<file path="src/rtl/instr_fetch.sv">
// Instruction fetch unit: a three-state sequencer that fetches one word from
// instruction memory, holds it for the datapath, and then advances or branches the PC.
module instr_fetch #(
  parameter logic [63:0] RESET_PC    = 64'h0,
  parameter logic [31:0] RESET_INSTR = 32'h0
) (
  input  logic        CLK,
  input  logic        reset,
  output logic        imem_req,
  output logic [63:0] imem_addr,
  input  logic        imem_ack,
  input  logic [31:0] imem_data,
  output logic [31:0] instr,
  output logic [10:0] opcode,
  output logic        instr_valid,
  input  logic        ex_done,
  input  logic        branch,
  input  logic        uncond_branch,
  input  logic        zero,
  input  logic [63:0] sign_ext_imm,
  output logic [63:0] pc
);

  typedef enum logic [1:0] {
    IDLE  = 2'd0,
    FETCH = 2'd1,
    EXEC  = 2'd2
  } state_t;

  state_t      state, state_next;
  logic [63:0] pc_next;
  logic [31:0] instr_next;
  logic        taken;
  logic [63:0] branch_target;
  logic [63:0] seq_target;

  // Offset is in words; the shift and both adds wrap silently at 2^64.
  assign branch_target = pc + {sign_ext_imm[61:0], 2'b00};
  assign seq_target    = pc + 64'd4;
  assign taken         = uncond_branch | (branch & zero);

  // NOTE: every signal written here gets a default first, so no path through
  // the case statement can leave one unassigned and infer a latch.
  always_comb begin
    state_next  = state;
    pc_next     = pc;
    instr_next  = instr;
    imem_req    = 1'b0;
    instr_valid = 1'b0;
    case (state)
      IDLE: begin
        state_next = FETCH;
      end
      FETCH: begin
        imem_req = 1'b1;
        if (imem_ack) begin
          instr_next = imem_data;
          state_next = EXEC;
        end
      end
      EXEC: begin
        instr_valid = 1'b1;
        if (ex_done) begin
          pc_next    = taken ? branch_target : seq_target;
          state_next = FETCH;
        end
      end
      default: begin
        state_next = IDLE;
      end
    endcase
  end

  // NOTE: sequential state uses non-blocking assignments so every register
  // samples the values from before this edge, regardless of statement order.
  always_ff @(posedge CLK) begin
    if (reset) begin
      state <= IDLE;
      pc    <= RESET_PC;
      instr <= RESET_INSTR;
    end else begin
      state <= state_next;
      pc    <= pc_next;
      instr <= instr_next;
    end
  end

  assign imem_addr = pc;
  assign opcode    = instr[31:21];

endmodule

</file>
<file path="config.mk">
export PLATFORM = sky130hd
export DESIGN_NAME = instr_fetch
export DESIGN_NICKNAME = d
export VERILOG_FILES = /design/src/rtl/instr_fetch.sv
export SDC_FILE = /design/constraint.sdc
export NUM_CORES = 1
export LEC_CHECK = 0
export ABC_CLOCK_PERIOD_IN_PS = 5520
export CORE_MARGIN = 3
export CORE_UTILIZATION = 50
export CTS_CLUSTER_DIAMETER = 80
export CTS_CLUSTER_SIZE = 24
export DETAILED_ROUTE_END_ITERATION = 8
export DONT_BUFFER_PORTS = 1
export GPL_TIMING_DRIVEN = 0
export PLACE_DENSITY = 0.66
export SYNTH_ARGS = -nofsm -noshare
export SYNTH_HDL_FRONTEND = slang
export SYNTH_SLANG_ARGS = --single-unit
</file>
<file path="constraint.sdc">
create_clock -name CLK -period 5.52 [get_ports CLK]
set_input_delay 0.276 -clock CLK [delete_from_list [all_inputs] [get_ports CLK]]
set_output_delay 0.276 -clock CLK [all_outputs]
set_load 0.01 [all_outputs]
</file>
==> results.cfg <==
[global_routing]
grt_pass1_vias = 6969
track_usage_pct = 24.9
gr-max-usage-layer = met2
met1_usage_pct = 32.4
grt_overflow_total = 0
grtUsageMet3_pct = 6.30
grt_pass1_wl_um = 35800
antenna_found_initial = 5
grt_max_degree = 22
grt_use_met2_pct = 41.2

[critical_path]
cp.required_ps = 5830
path_class = in2reg
ff2ff_path_depth = 13
worstReg2RegStart = imem_addr[2]
worst-path-max-fanout = 10
reg2reg_to = imem_addr[62]
setup.worst_path.end_class = flop
rrSetupSlack_ps = 2030
critical_path_arrival_ps = 4100
cp-start-kind = input pin

[die]
fp.dieW_um = 132
num_rows = 45
ios = 276
chipHeight_um = 132
die_area_um2 = 17500
core-area_um2 = 15400
initial_utilization_pct = 51.7

[timing]
fin_crit_sh_pct = 68.6
relSlewSlack_pct = 57.4
post-route-min-period_ps = 3790
setup_violations = 0
finalHoldViolations = 0
worst_pin_slew_ps = 639
rsz0062_at_grt = no
drv_slew = 0
max_freq_mhz = 264
tns_ps = 0
clock_skew_ps = 12.1

[logic_synthesis]
synth_top_flop_cell = dfxtp_1
yosysSeqAreaShare_pct = 24.1
syn_area_per_cell_um2 = 7.26
ys_ff_latch = 96
synth_cell_types = 71
async_flop_share_pct = 0
yosysWarnings = 0
syn-cell-area_um2 = 7980
synthCells = 1100
synth_edf_count = 0

[cells_and_area]
utilization_pct = 55.6
seqCellArea_um2 = 1920
fillCellCount = 1580
final_nets = 1279
area_growth_pct = 7.48
drive_above_1_share_pct = 10.4
multi_input_area_um2 = 5180

[routing]
wl_per_cell_um = 17.3
vias_per_cell = 5.62
drc = 0
drtPass1Iterations = 5
wirelength_um = 23000
initialDrtViolationCount = 469
ant_nets = 0
vias = 7490

[clock_tree]
cts-root-buf = clkbuf_16
cts_resized = 0
cts_setup_buffers = 0
htreeDepth = 3
clk_latency_ps = 370
cts_hold_buffers = 0
cts_num_sinks = 96
cts_buffer_depth = 2
cts_tree = built
clk_pin_slew_ps = 90
numCtsBuffers = 9

[min_path]
min_to = instr[24]
holdCritStartpoint = imem_data[24]
min-delay-path-class = in2reg
hold_depth = 2

[placed_design]
finalWeightedCongestion = 0.950
hpwl_um = 18200
port_buffers = 0

[pwr]
power.density_nw_per_um2 = 195
leakage_uw = 0.00379
vdd_ir_drop_max_uv = 171

[outcome]
outcome = finished, final reports clean

[job]
max-cap-violations = 0
## layer usage
metal,part of all wire (%),vias to the layer above
met3,6.9,25
met1,44,3418
li1,-,3795
met2,47,244
met5,0.15,-
met4,1.4,8
## per-stage QoR
step / area, µm² / setup slack (ps) / hold slack, ps / power (µW) / std cells
after floorplan: 7990 / 2250 / 412 / 963 / 1103
after global placement: 8260 / 1430 / 413 / 1020 / 1314
after detailed placement: 8260 / 1410 / 419 / 1020 / 1314
after CTS: 8570 / 1760 / 23.0 / 1690 / 1330
after global routing: 8580 / 1380 / 27.5 / 1750 / 1331
final: 8580 / 1730 / 29.7 / 1670 / 1332
## worst max-delay path, stage by stage
cell and delay (ps):
a21o_1 490, clkbuf_1 360, nand2_1 170, fa_1 430, nor2b_1 200, o31a_2 200
o21ai_1 110, a211o_1 350, a21oi_2 280, o211ai_1 190, a21oi_1 290, nor2_1 140
or4_1 490, nand3_1 100
## final cells by class
type	instances	area share (%)
clock buffer	9	2.63
tap	211	3.08
sequential	96	22.4
clock inverter	7	1.06
multi-input combinational	847	60.3
inverter	24	1.05
antenna	2	0.0583
buffer	136	9.38
## state kept, by name, indices dropped and copies added, names as in the netlist
signal / count
state: 2
instr: 32
imem_addr: 62
## worst max path at each step
stage                       from       endpoint  slack (ps)
after global routing      branch  imem_addr[62]        1380
final                     branch  imem_addr[62]        1730
after detailed placement  branch  imem_addr[62]        1410
after floorplan           branch  imem_addr[63]        2250
after global placement    branch  imem_addr[62]        1430
after CTS                 branch  imem_addr[62]        1760
## synthesized netlist by cell type, types with 3 or more instances
library cell | instances | area share (%)
nand2_1 | 194 | 9.1
a21oi_1 | 148 | 9.3
dfxtp_1 | 96 | 24
buf_4 | 77 | 7.2
and2_1 | 63 | 4.9
ha_1 | 61 | 9.6
nor2_1 | 54 | 2.5
clkbuf_1 | 52 | 2.4
a21o_1 | 39 | 3.7
o21ai_0 | 32 | 2.0
inv_1 | 24 | 1.1
nand4_1 | 22 | 1.7
xor2_1 | 22 | 2.4
xnor2_1 | 21 | 2.3
nand3_1 | 19 | 1.2
o21bai_1 | 15 | 1.4
nor3_1 | 12 | 0.75
o21ai_1 | 11 | 0.69
a211oi_1 | 10 | 0.94
a31oi_1 | 10 | 0.78
nor2b_1 | 8 | 0.63
and3_1 | 7 | 0.55
or3_1 | 7 | 0.55
o211ai_1 | 6 | 0.56
o21a_1 | 6 | 0.56
nand2b_1 | 5 | 0.39
or2_2 | 5 | 0.39
buf_2 | 4 | 0.25
nor4_1 | 4 | 0.31
o31ai_1 | 4 | 0.38
a21boi_0 | 3 | 0.28
a221o_1 | 3 | 0.38
a22oi_1 | 3 | 0.28
buf_1 | 3 | 0.14
or4_1 | 3 | 0.28
## layout by cell type (no fill, tap or decap), types with 4 or more instances in the layout
cell       instances
a21o_1            39
ha_1              61
nand3_1           19
o21ai_0           32
clkbuf_16          9
buf_4             77
nor2_1            54
nor2b_1            8
dfxtp_1           96
xnor2_1           21
o21a_1             6
o21ai_1           11
nand4_1           22
o21bai_1          15
or3_1              7
a21oi_1          148
nor3_1            12
nand2_1          194
a31oi_1           10
and2_1            63
conb_1             4
inv_1             24
a211oi_1          10
or2_2              5
buf_2              4
xor2_1            22
and3_1             7
nor4_1             4
o211ai_1           6
o31ai_1            4
nand2b_1           5
clkbuf_1          52
## kinds of logic (layout without fill, tap and decap cells)
group	Yosys count	in the layout	share of synthesized area (%)
XOR/XNOR	43	43	4.72
buffers and inverters	160	176	11.2
other	1	6	0.0470
flip-flops	96	96	24.1
multiplexers	2	2	0.266
AO/OA/AOI/OAI	323	323	25.5
adder cells (fa/ha/maj)	62	62	9.81
AND/OR/NAND/NOR	413	413	24.4
## power breakdown
group          switching [µW]  total, µW  internal (µW)
logic                     172        272           99.4
clock network             335        664            329
registers                26.8        738            711
Power figures use the tool's default switching activity.
